**src/rtl/imem_arbiter_if.sv**
```systemverilog
// Bundle of signals between the instruction-memory arbiter, its two
// requesters (fetch and loader/debug) and the single-port instruction memory.
interface imem_arbiter_if #(
   parameter int ADDR_W     = 32,
   parameter int DEPTH_LOG2 = 10
);
   // fetch requester
   logic                  f_req;
   logic [ADDR_W-1:0]     f_addr;
   logic                  f_flush;
   logic                  f_gnt;
   logic                  f_rvalid;
   logic [31:0]           f_rdata;
   // loader / debug requester
   logic                  l_req;
   logic                  l_we;
   logic [ADDR_W-1:0]     l_addr;
   logic [31:0]           l_wdata;
   logic                  l_gnt;
   logic                  l_rvalid;
   logic [31:0]           l_rdata;
   logic                  l_err;
   // memory port
   logic                  m_en;
   logic                  m_we;
   logic [DEPTH_LOG2-1:0] m_addr;
   logic [31:0]           m_wdata;
   logic [31:0]           m_rdata;

   // arbiter side
   modport slave (
      input  f_req, f_addr, f_flush, l_req, l_we, l_addr, l_wdata, m_rdata,
      output f_gnt, f_rvalid, f_rdata, l_gnt, l_rvalid, l_rdata, l_err,
             m_en, m_we, m_addr, m_wdata
   );

   // requesters plus memory side
   modport master (
      output f_req, f_addr, f_flush, l_req, l_we, l_addr, l_wdata, m_rdata,
      input  f_gnt, f_rvalid, f_rdata, l_gnt, l_rvalid, l_rdata, l_err,
             m_en, m_we, m_addr, m_wdata
   );
endinterface

```
**src/rtl/imem_arbiter.sv**
```systemverilog
// Instruction-memory port arbiter: one access per cycle shared between the
// fetch stage and the loader/debug port. Loader normally wins, but fetch is
// forced through after STARVE_MAX consecutive denied cycles. Reads are tracked
// through a MEM_LAT-deep {valid, owner} pipeline so read data returns to the
// requester that issued it; f_flush kills in-flight fetch reads.
module imem_arbiter #(
   parameter int ADDR_W     = 32,
   parameter int DEPTH_LOG2 = 10,
   parameter int MEM_LAT    = 1,
   parameter int STARVE_MAX = 4
) (
   input  logic           clk,
   input  logic           rst,
   imem_arbiter_if.slave  bus
);

   localparam int          LAST       = MEM_LAT - 1;
   localparam logic [3:0]  STARVE_LIM = 4'(STARVE_MAX);

   logic [3:0]         starve_cnt;
   logic               f_win;
   logic               l_win;
   logic               l_mis;
   logic               rd_go;
   logic [MEM_LAT-1:0] vld_p;
   logic [MEM_LAT-1:0] own_f_p;
   logic               rsp_vld;
   logic [31:0]        f_rdata_hold;
   logic [31:0]        l_rdata_hold;
   logic               unused_addr;

   // Address bits outside the word index are intentionally ignored (fetch
   // wraps modulo memory size); loader low bits only feed the alignment check.
   assign unused_addr = ^{bus.f_addr[1:0],
                          bus.f_addr[ADDR_W-1:DEPTH_LOG2+2],
                          bus.l_addr[ADDR_W-1:DEPTH_LOG2+2]};

   // Grant decision: loader preferred unless fetch has hit its starvation limit.
   always_comb begin
      f_win = 1'b0;
      l_win = 1'b0;
      l_mis = 1'b0;
      if (!rst) begin
         if (bus.f_req && (!bus.l_req || starve_cnt == STARVE_LIM)) begin
            f_win = 1'b1;
         end else if (bus.l_req) begin
            l_win = 1'b1;
         end
         l_mis = l_win && (bus.l_addr[1:0] != 2'b00);
      end
   end

   // Memory command for the granted access; a misaligned loader access is
   // acknowledged but never reaches the memory.
   always_comb begin
      bus.m_en    = f_win || (l_win && !l_mis);
      bus.m_we    = l_win && !l_mis && bus.l_we;
      bus.m_addr  = '0;
      bus.m_wdata = '0;
      if (f_win) begin
         bus.m_addr = bus.f_addr[DEPTH_LOG2+1:2];
      end else if (l_win && !l_mis) begin
         bus.m_addr = bus.l_addr[DEPTH_LOG2+1:2];
         if (bus.l_we) begin
            bus.m_wdata = bus.l_wdata;
         end
      end
   end

   assign rd_go     = bus.m_en && !bus.m_we;
   assign bus.f_gnt = f_win;
   assign bus.l_gnt = l_win;
   assign bus.l_err = l_mis;

   // Consecutive-denial counter for fetch, saturating at the limit.
   always_ff @(posedge clk) begin
      if (rst || !bus.f_req || f_win) begin
         starve_cnt <= '0;
      end else if (starve_cnt != STARVE_LIM) begin
         starve_cnt <= starve_cnt + 4'd1;
      end
   end

   // Response valid pipeline p0..pLAST; flush drops fetch-owned entries as they move.
   always_ff @(posedge clk) begin
      if (rst) begin
         vld_p <= '0;
      end else begin
         vld_p[0] <= rd_go;
         for (int i = 1; i < MEM_LAT; i++) begin
            vld_p[i] <= vld_p[i-1] && !(bus.f_flush && own_f_p[i-1]);
         end
      end
   end

   // Owner tag travels alongside each valid bit (1 = fetch issued the read).
   always_ff @(posedge clk) begin
      own_f_p[0] <= f_win;
      for (int i = 1; i < MEM_LAT; i++) begin
         own_f_p[i] <= own_f_p[i-1];
      end
   end

   // Final stage routes memory data to its owner; flush also kills the final stage.
   always_comb begin
      rsp_vld      = vld_p[LAST] && !rst;
      bus.f_rvalid = rsp_vld && own_f_p[LAST] && !bus.f_flush;
      bus.l_rvalid = rsp_vld && !own_f_p[LAST];
      bus.f_rdata  = rst ? 32'd0 : (bus.f_rvalid ? bus.m_rdata : f_rdata_hold);
      bus.l_rdata  = rst ? 32'd0 : (bus.l_rvalid ? bus.m_rdata : l_rdata_hold);
   end

   // Each requester's read data holds its last returned word between responses.
   always_ff @(posedge clk) begin
      if (rst) begin
         f_rdata_hold <= '0;
         l_rdata_hold <= '0;
      end else begin
         if (bus.f_rvalid) begin
            f_rdata_hold <= bus.m_rdata;
         end
         if (bus.l_rvalid) begin
            l_rdata_hold <= bus.m_rdata;
         end
      end
   end

endmodule

```
**src/flat_wrapper.sv**
```systemverilog
// flat-port wrapper written by rule: the top's interface ports become plain ports
module imem_arbiter_flat 
#(
   parameter int ADDR_W     = 32,
   parameter int DEPTH_LOG2 = 10,
   parameter int MEM_LAT    = 1,
   parameter int STARVE_MAX = 4
)
  (clk, rst, bus_f_req, bus_f_addr, bus_f_flush, bus_l_req, bus_l_we, bus_l_addr, bus_l_wdata, bus_m_rdata, bus_f_gnt, bus_f_rvalid, bus_f_rdata, bus_l_gnt, bus_l_rvalid, bus_l_rdata, bus_l_err, bus_m_en, bus_m_we, bus_m_addr, bus_m_wdata);
  imem_arbiter_if #(.ADDR_W(ADDR_W), .DEPTH_LOG2(DEPTH_LOG2)) bus_i ();
  input  logic clk;
  input  logic rst;
  input wire logic [$bits(bus_i.f_req)-1:0] bus_f_req;
  input wire logic [$bits(bus_i.f_addr)-1:0] bus_f_addr;
  input wire logic [$bits(bus_i.f_flush)-1:0] bus_f_flush;
  input wire logic [$bits(bus_i.l_req)-1:0] bus_l_req;
  input wire logic [$bits(bus_i.l_we)-1:0] bus_l_we;
  input wire logic [$bits(bus_i.l_addr)-1:0] bus_l_addr;
  input wire logic [$bits(bus_i.l_wdata)-1:0] bus_l_wdata;
  input wire logic [$bits(bus_i.m_rdata)-1:0] bus_m_rdata;
  output wire logic [$bits(bus_i.f_gnt)-1:0] bus_f_gnt;
  output wire logic [$bits(bus_i.f_rvalid)-1:0] bus_f_rvalid;
  output wire logic [$bits(bus_i.f_rdata)-1:0] bus_f_rdata;
  output wire logic [$bits(bus_i.l_gnt)-1:0] bus_l_gnt;
  output wire logic [$bits(bus_i.l_rvalid)-1:0] bus_l_rvalid;
  output wire logic [$bits(bus_i.l_rdata)-1:0] bus_l_rdata;
  output wire logic [$bits(bus_i.l_err)-1:0] bus_l_err;
  output wire logic [$bits(bus_i.m_en)-1:0] bus_m_en;
  output wire logic [$bits(bus_i.m_we)-1:0] bus_m_we;
  output wire logic [$bits(bus_i.m_addr)-1:0] bus_m_addr;
  output wire logic [$bits(bus_i.m_wdata)-1:0] bus_m_wdata;
  assign bus_i.f_req = bus_f_req;
  assign bus_i.f_addr = bus_f_addr;
  assign bus_i.f_flush = bus_f_flush;
  assign bus_i.l_req = bus_l_req;
  assign bus_i.l_we = bus_l_we;
  assign bus_i.l_addr = bus_l_addr;
  assign bus_i.l_wdata = bus_l_wdata;
  assign bus_i.m_rdata = bus_m_rdata;
  assign bus_f_gnt = bus_i.f_gnt;
  assign bus_f_rvalid = bus_i.f_rvalid;
  assign bus_f_rdata = bus_i.f_rdata;
  assign bus_l_gnt = bus_i.l_gnt;
  assign bus_l_rvalid = bus_i.l_rvalid;
  assign bus_l_rdata = bus_i.l_rdata;
  assign bus_l_err = bus_i.l_err;
  assign bus_m_en = bus_i.m_en;
  assign bus_m_we = bus_i.m_we;
  assign bus_m_addr = bus_i.m_addr;
  assign bus_m_wdata = bus_i.m_wdata;
  imem_arbiter #(.ADDR_W(ADDR_W), .DEPTH_LOG2(DEPTH_LOG2), .MEM_LAT(MEM_LAT), .STARVE_MAX(STARVE_MAX)) u_core (.clk(clk), .rst(rst), .bus(bus_i));
endmodule
```
**config.mk**
```make
export PLATFORM = sky130hd
export DESIGN_NAME = imem_arbiter_flat
export DESIGN_NICKNAME = d
export VERILOG_FILES = /design/src/rtl/imem_arbiter_if.sv /design/src/rtl/imem_arbiter.sv /design/src/flat_wrapper.sv
export SDC_FILE = /design/constraint.sdc
export NUM_CORES = 1
export LEC_CHECK = 0
export ABC_CLOCK_PERIOD_IN_PS = 1700
export BUFFER_PORTS_ARGS = -buffer_cell sky130_fd_sc_hd__buf_4
export CORE_ASPECT_RATIO = 1.4
export CORE_MARGIN = 3
export CORE_UTILIZATION = 34
export CTS_CLUSTER_SIZE = 20
export DETAILED_ROUTE_END_ITERATION = 7
export PLACE_DENSITY = 0.76
export SYNTH_ARGS = -nofsm -noshare
export SYNTH_HDL_FRONTEND = slang
export SYNTH_SLANG_ARGS = --single-unit
```
**constraint.sdc**
```tcl
create_clock -name clk -period 1.7 [get_ports clk]
set_clock_uncertainty 0.15 [all_clocks]
set_input_delay 0.17 -clock clk [delete_from_list [all_inputs] [get_ports clk]]
set_output_delay 0.17 -clock clk [all_outputs]
set_load 0.01 [all_outputs]
```
==> flow_metrics.py, run 1 <==
metrics = {
    "synthesis": {
        "synthAdderAreaFrac": 0.008711,
        "yosys.area_share.simple": 0.3062,
        "synth_edf_count": 0,
        "async_flop_share": 0,
        "yosysMostFrequentCell": "nand2_1",
        "synthTopCellsByCount": "nand2_1, dfxtp_1, a21oi_1, nand2b_1",
        "netlist_area_sq_um": 2873,
        "yosysSeqAreaShare": 0.4878,
        "synth_top_family_by_area": "simple AND/OR/NAND/NOR gates",
        "syn_inst": 359,
        "synth_cell_types": 27,
        "synthMuxAreaShare": 0.003484,
        "synth_compound_gate_area_share": 0.1490,
        "yosys_warnings": 0,
        "synth.avg_cell_area_sq_um": 8.002,
        "synth_top_area_frac": 0.4878,
        "syn-num-nets": 495,
        "synthXorXnorAreaFrac": 0.003049,
        "synthFlopType": "dfxtp_1",
        "yosys.area.top_type": "dfxtp_1",
        "ys_top_cells_by_area": "dfxtp_1, nand2_1, nand2b_1",
        "ys_ff_latch": 70,
    },
    "sta": {
        "worst-ep-kind": "output port",
        "crit_endpoint": "bus_m_wdata[4]",
    },
    "outcome": {
        "failed_stage": "global routing",
        "outcome": "did not finish",
        "error": "[ERROR DPL-0033] detailed placement checks failed during check placement.",
    },
    "cts": {
        "cts-root-buf": "clkbuf_16",
        "cts.sinks": 70,
        "cts_max_path_buffers": 2,
        "numCtsBuffers": 9,
        "cts_max_level": 3,
    },
    "placement": {
        "place.gp.congestion": 0.8326,
        "port_buffers": 204,
        "placed_area_sq_um": 4596,
        "dp_hpwl_um": 7535,
    },
    "floorplanning": {
        "initial_core_util": 0.3504,
        "rows": 39,
        "die_h_um": 114.8,
        "io-pin-count": 247,
        "die_w_um": 83.69,
    },
    "grt": {
        "antenna_found_initial": 1,
        "grt_max_degree": 59,
    },
}
[through the flow]
step           cells  setup WS (ns)  setup TNS [ns]  hold slack (ns)
4_1_cts          774        -0.4306          -30.94        0.0007319
3_5_place_dp     655        -0.2286          -10.14           0.2699
3_3_place_gp     655        -0.2028          -8.169           0.2645
2_1_floorplan    359       0.002837               0           0.2213
[cells by family after synthesis]
group,Yosys count
and+or+nand+nor,178
AOI/OAI and AO/OA,77
DFF,70
buffers and inverters,30
adders and majority gates,2
xor gates and xnor gates,1
muxes,1
[repair_timing]
item | in CTS
endpoints found under the hold margin | 40
endpoints found under the setup margin | 111
resized for setup | 267
gates cloned | 12
hold buffers | 26
pin swaps | 94
setup buffers | 65
==> inputs of run 2 (changes only) <==
==> config.mk (replaced) <==
export PLATFORM = sky130hd
export DESIGN_NAME = imem_arbiter_flat
export DESIGN_NICKNAME = d
export VERILOG_FILES = /design/src/rtl/imem_arbiter_if.sv /design/src/rtl/imem_arbiter.sv /design/src/flat_wrapper.sv
export SDC_FILE = /design/constraint.sdc
export NUM_CORES = 1
export LEC_CHECK = 0
export ABC_CLOCK_PERIOD_IN_PS = 2200
export BUFFER_PORTS_ARGS = -buffer_cell sky130_fd_sc_hd__buf_4
export CORE_MARGIN = 3
export CORE_UTILIZATION = 20
export DETAILED_ROUTE_END_ITERATION = 7
export PLACE_DENSITY_LB_ADDON = 0.15
export SYNTH_ARGS = -nofsm -noshare
export SYNTH_HDL_FRONTEND = slang
export SYNTH_SLANG_ARGS = --single-unit
==> constraint.sdc (replaced) <==
create_clock -name clk -period 2.2 [get_ports clk]
set_clock_uncertainty 0.15 [all_clocks]
set_input_delay 0.22 -clock clk [delete_from_list [all_inputs] [get_ports clk]]
set_output_delay 0.22 -clock clk [all_outputs]
set_load 0.01 [all_outputs]
==> run 2 against run 1 <==
Effect of this change:
- the flow now finishes, with violations (setup timing)
- synthesized cell count is the same
- synthesized area is the same
==> flow_metrics.py, run 2 <==
metrics = {
    "floorplanning": {
        "io-pin-count": 247,
        "initial_core_util": 0.2054,
        "die-area_sq_um": 15840,
        "die_w_um": 125.9,
        "rows": 43,
        "die_h_um": 125.9,
        "core-area_sq_um": 13990,
    },
    "synthesis": {
        "ys_ff_latch": 70,
        "synth_cell_types": 27,
        "synthXorXnorAreaFrac": 0.003049,
        "async_flop_share": 0,
        "yosys.area_share.simple": 0.3062,
        "yosys_warnings": 0,
        "synth_top_family_by_area": "simple AND/OR/NAND/NOR gates",
        "synthTopCellsByCount": "nand2_1, dfxtp_1, a21oi_1, nand2b_1",
        "synth_top_area_frac": 0.4878,
        "ys_top_cells_by_area": "dfxtp_1, nand2_1, nand2b_1",
        "yosysSeqAreaShare": 0.4878,
        "synthAdderAreaFrac": 0.008711,
        "synth_edf_count": 0,
        "synthMuxAreaShare": 0.003484,
        "syn_inst": 359,
        "synth_compound_gate_area_share": 0.1490,
        "synth.avg_cell_area_sq_um": 8.002,
        "synthFlopType": "dfxtp_1",
        "yosysMostFrequentCell": "nand2_1",
        "syn-num-nets": 495,
        "yosys.area.top_type": "dfxtp_1",
        "netlist_area_sq_um": 2873,
    },
    "detailed_routing": {
        "post_drt_wl_per_cell_um": 15.33,
        "vias": 3261,
        "ant_nets": 0,
        "via_per_inst": 4.186,
        "drc": 0,
        "drt-total-wl_um": 11940,
        "drt_pre_antenna_iters": 4,
        "drtIter0Drc": 142,
    },
    "grt": {
        "top_usage_layer": "met2",
        "grtUsageMet3": 0.04283,
        "grt_max_degree": 65,
        "grt_usage": 0.1416,
        "grtUsageMet1": 0.1784,
        "grt_pass1_wl_um": 17850,
        "grt_pass1_vias": 3324,
        "grt_overflow": 0,
        "met2_usage": 0.2385,
        "antenna_found_initial": 0,
    },
    "cts": {
        "insertion_delay_ns": 0.33,
        "clk_pin_slew_ns": 0.06,
        "cts-root-buf": "clkbuf_16",
        "cts_tree": "yes",
        "cts_max_level": 3,
        "cts.sinks": 70,
        "cts_max_path_buffers": 2,
        "numCtsBuffers": 9,
    },
    "finish": {
        "fin_cells": 779,
        "final_cell_mix": "buf_4, nand2_1, dfxtp_1, a21oi_1, nand2b_1",
        "layout_commonest_cell": "buf_4",
        "drive_gt1_frac": 0.4591,
        "antennaDiodeCount": 0,
        "reg_top3": "u_core.f_rdata_hold (32), u_core.l_rdata_hold (32), u_core.starve_cnt (4)",
        "final_nets": 730,
        "fillers": 1459,
        "area_growth_pct": 91.25,
    },
    "sta": {
        "timing.final.crit_share": 1.039,
        "rsz0062_at_grt": "true",
        "hold_viol": 0,
        "final.setup.worst_slack_ns": -0.08517,
        "slew_headroom": 0.7298,
        "drv_slew": 0,
        "hold-worst-slack_ns": 0.01127,
        "setup_viol": 16,
        "period_minus_slack_ns": 2.285,
        "fmax_mhz": 437.6,
        "worstMarginPinSlew_ns": 0.4052,
    },
    "pwr": {
        "finalPower_mw": 3.145,
        "p_leak_nw": 2.455,
        "power_density_nw_per_um2": 572.4,
        "ir_worst_vdd_mv": 0.3400,
    },
    "worst_setup_path": {
        "cp-end-kind": "primary output",
        "crit_arrival_ns": 1.92,
        "critical_path_class": "reg -> out",
        "cp_max_fo": 5,
        "worstPathRequired_ns": 1.83,
        "crit_path_start_kind": "flip-flop",
    },
    "outcome": {
        "failed_checks": "setup timing",
        "outcome": "complete, but fails checks",
    },
    "placement": {
        "dp_hpwl_um": 7958,
        "place.gp.congestion": 0.7800,
        "port_buffers": 204,
        "placed_cells": 727,
    },
    "min_path": {
        "worstHoldPathType": "in -> reg",
    },
    "run": {
        "cap_violations": 0,
    },
}
## run 2: cell counts after synthesis
No cell type changed its count.
## run 2: layout make-up
type                    count  area [sq um]  share of cell area
multi-input cells         259          1445              0.2630
flip-flops and latches     70          1404              0.2555
clock inverters             6         61.31             0.01116
inverters                   4         15.01            0.002733
clock buffers              10         239.0             0.04350
well taps                 180         225.2             0.04099
repair buffers            250          2105              0.3831
## run 2: repair_timing
item                                    4_1_cts  5_1_grt
endpoints found under the setup margin       43       47
gates resized for setup                      47       16
pin swaps                                    20        3
endpoints found under the hold margin        22        0
buffers inserted                              8        3
gates cloned                                  3        3
hold buffers                                 22        0
## run 2: cells by family (layout without fill, tap and decap cells)
family / after synthesis / count (layout)
AOI/OAI and AO/OA: 77 / 77
xor gates and xnor gates: 1 / 1
adders and majority gates: 2 / 2
buffers and inverters: 30 / 270
DFF: 70 / 70
muxes: 1 / 1
and+or+nand+nor: 178 / 178
## run 2: through the flow
step,worst slack (ns),area (sq um),util,setup TNS [ns]
6_report,-0.08517,5494,0.3928,-0.7210
5_1_grt,-0.1764,5494,0.3928,-4.012
4_1_cts,-0.08520,5459,0.3903,-1.885
3_5_place_dp,0.1586,4647,0.3322,0
3_3_place_gp,0.1898,4647,0.3322,0
2_1_floorplan,0.3642,2873,-,0
## run 2: path summary, 6_finish.rpt
kind	start	endpoint	slack, ns	cells past startpoint
setup / recovery	u_core.starve_cnt[1]	bus_m_wdata[31]	-0.09	9
hold / removal	bus_m_rdata[30]	u_core.l_rdata_hold[30]	0.01	3
setup reg to reg	u_core.starve_cnt[1]	u_core.vld_p	0.69	7
hold reg to reg	u_core.f_rdata_hold[31]	u_core.f_rdata_hold[31]	0.31	2
## run 2: critical path: stages, from the launching register on
cell	delay, ns
dfxtp_2	0.33
inv_2	0.04
ha_4	0.15
and4b_2	0.24
nor3b_4	0.22
buf_6	0.14
buf_6	0.11
buf_12	0.11
and2_4	0.14
buf_6	0.09
## run 2: where the power goes
part | switching [mW] | internal [mW]
registers | 0.00842 | 1.30
logic | 0.152 | 0.238
clock network | 0.547 | 0.904
total | 0.708 | 2.44
## run 2: layer usage
metal,part of all wire,up-vias,wire length (um)
li1,-,1634,-
met1,0.45,1514,5404
met2,0.48,105,5737
met3,0.058,8,696
met4,0.0087,0,104
met5,0,-,0
Power figures use the tool's default switching activity.
==> inputs of run 3 (changes only) <==
--- a/config.mk
+++ b/config.mk
@@ -7,10 +7,12 @@
 export LEC_CHECK = 0
 export ABC_CLOCK_PERIOD_IN_PS = 2200
 export BUFFER_PORTS_ARGS = -buffer_cell sky130_fd_sc_hd__buf_4
+export CAP_MARGIN = 20
 export CORE_MARGIN = 3
 export CORE_UTILIZATION = 20
 export DETAILED_ROUTE_END_ITERATION = 7
 export PLACE_DENSITY_LB_ADDON = 0.15
+export SETUP_SLACK_MARGIN = 0.1
 export SYNTH_ARGS = -nofsm -noshare
 export SYNTH_HDL_FRONTEND = slang
 export SYNTH_SLANG_ARGS = --single-unit
==> run 3 against run 2 <==
Effect of this change:
- the flow still finishes with violations (setup timing)
- clock power hardly changed
- wire length increased by 2.4%
- core utilization grew 0.52 points
- first-iteration DRC count up 15%
- maximum frequency decreased by 0.22%
- via count grew 0.95%
- flip-flop and latch count is the same
- setup slack got worse by 0.0050 ns
- critical path type unchanged
- largest power group unchanged
- highest routed layer unchanged
==> flow_metrics.py, run 3 (synthesis results as in run 2) <==
metrics = {
    "sta": {
        "fmax_mhz": 436.6,
        "rsz0062_at_grt": "true",
        "setup_viol": 32,
        "drv_slew": 0,
        "final.setup.worst_slack_ns": -0.09019,
        "period_minus_slack_ns": 2.290,
        "hold_viol": 0,
        "timing.final.crit_share": 1.041,
        "worstMarginPinSlew_ns": 0.3008,
        "tns_ns": -1.780,
        "slew_headroom": 0.7995,
    },
    "placement": {
        "place.gp.congestion": 0.7800,
        "place_worst_setup_slack_ns": 0.1586,
        "placed_cells": 727,
        "placed_area_sq_um": 4647,
        "dp_hpwl_um": 7958,
        "port_buffers": 204,
    },
    "floorplanning": {
        "die_w_um": 125.9,
        "initial_core_util": 0.2054,
        "rows": 43,
        "core-area_sq_um": 13990,
        "die_h_um": 125.9,
        "die-area_sq_um": 15840,
        "io-pin-count": 247,
    },
    "cts": {
        "cts-root-buf": "clkbuf_16",
        "clk_pin_slew_ns": 0.06,
        "cts.sinks": 70,
        "cts_max_level": 3,
        "numCtsBuffers": 9,
        "insertion_delay_ns": 0.32,
        "cts_tree": "yes",
        "cts_max_path_buffers": 2,
    },
    "finish": {
        "fillers": 1449,
        "drive_gt1_frac": 0.4683,
        "multiInputGateArea_sq_um": 1465,
        "antennaDiodeCount": 0,
        "ff_latch_area_sq_um": 1404,
        "area_growth_pct": 93.77,
        "layout_commonest_cell": "buf_4",
        "final_area_sq_um": 5567,
        "final_cell_mix": "buf_4, nand2_1, dfxtp_1, nand2b_1, o21ai_0",
        "reg_top3": "u_core.f_rdata_hold (32), u_core.l_rdata_hold (32), u_core.starve_cnt (4)",
        "final_nets": 731,
        "fin_cells": 780,
    },
    "worst_setup_path": {
        "crit_start": "u_core.starve_cnt[1]",
        "cp_max_fo": 5,
        "crit_top_cell": "buf_6",
        "max_stage_delay_ns": 0.33,
        "critical_path_class": "reg -> out",
        "cp-end-kind": "primary output",
        "crit_path_start_kind": "flip-flop",
        "crit_chain": "inv_2 -> ha_4 -> and4b_2 -> nor3b_4 -> buf_6 -> buf_6 -> buf_12 -> and2_4 -> buf_6",
        "cpMaxStageDelayCell": "dfxtp_2",
        "rr_startpoint": "u_core.starve_cnt[1]",
        "cp_top_family": "simple AND/OR/NAND/NOR gates",
        "crit_buf_inv": 5,
        "crit_arrival_ns": 1.92,
        "worstPathRequired_ns": 1.83,
    },
    "grt": {
        "grt_usage": 0.1417,
        "grt_max_degree": 65,
        "grt_pass1_wl_um": 17860,
        "grt_overflow": 0,
        "grt_pass1_vias": 3326,
        "antenna_found_initial": 0,
    },
    "outcome": {
        "failed_checks": "setup timing",
        "outcome": "complete, but fails checks",
    },
    "detailed_routing": {
        "via_per_inst": 4.221,
        "vias": 3292,
        "drt_pre_antenna_iters": 4,
        "ant_nets": 0,
        "post_drt_wl_per_cell_um": 15.68,
        "drt-total-wl_um": 12230,
        "drc": 0,
        "drtIter0Drc": 164,
    },
    "run": {
        "cap_violations": 0,
    },
    "pwr": {
        "p_leak_nw": 2.472,
        "finalPower_mw": 3.154,
        "ir_worst_vdd_mv": 0.3398,
        "power_density_nw_per_um2": 566.5,
    },
    "min_path": {
        "hold_start": "bus_m_rdata[0]",
        "worstHoldPathType": "in -> reg",
    },
}
==> run 3: changes by cell type in the layout (fill, tap and decap cells not counted) <==
cell     before  now
o21ai_1       0    1
buf_6        26   24
buf_8         0    1
buf_12        3    5
a21oi_1      33   27
and2_4       18   17
a21oi_2       0    6
buf_16        1    2
buf_4       197  196
o21ai_0      32   31
and2_1       14   15
==> run 3: area by class of cell <==
| type | count | share of cell area |
|---|---|---|
| inverters | 4 | 0.002697 |
| repair buffers | 251 | 0.3875 |
| clock inverters | 6 | 0.01101 |
| flip-flops and latches | 70 | 0.2522 |
| well taps | 180 | 0.04046 |
| multi-input cells | 259 | 0.2632 |
| clock buffers | 10 | 0.04293 |
==> run 3: report_power, final <==
part	total, mW	switching [mW]	leakage, nW	internal [mW]
Clock	1.45	0.549	0.148	0.904
Combinational	0.398	0.156	1.76	0.241
Sequential	1.30	0.00842	0.568	1.30
==> run 3: per-stage QoR <==
stage / hold WS (ns) / util
2_1_floorplan: 0.2713 / -
3_3_place_gp: 0.2878 / 0.3322
3_5_place_dp: 0.3039 / 0.3322
4_1_cts: 0.00001696 / 0.3906
5_1_grt: 0.01037 / 0.3979
6_report: 0.01000 / 0.3979
==> run 3: timing repair <==
item,in CTS,in global routing
buffers inserted,8,2
hold endpoints to repair,22,0
hold buffers,22,0
resized for setup,48,21
pin swaps,20,3
endpoints found under the setup margin,45,96
gates cloned,3,3
==> run 3: worst register-to-register path: cells and delay by family (launching register included) <==
kind / cells / cell delay, ns
flops: 1 / 0.33
fa+ha+maj: 1 / 0.15
buf+inv: 3 / 0.33
simple gates: 2 / 0.42
compound gates: 1 / 0.09
==> run 3: layer usage <==
metal	part of all wire	track usage	vias up	routed length, um
met5	0	0	-	0
met2	0.48	0.2385	97	5878
li1	-	-	1635	-
met4	0.0082	0.03407	0	100
met3	0.055	0.04283	7	673
met1	0.46	0.1786	1553	5579
==> run 3: worst paths after layout <==
path                            slack (ns)                 endpoint  cells after the start
worst min register to register        0.31  u_core.f_rdata_hold[31]                      2
worst max-delay path                 -0.09          bus_m_wdata[31]                      9
worst max register to register        0.69             u_core.vld_p                      7
worst min-delay path                  0.01   u_core.l_rdata_hold[0]                      3
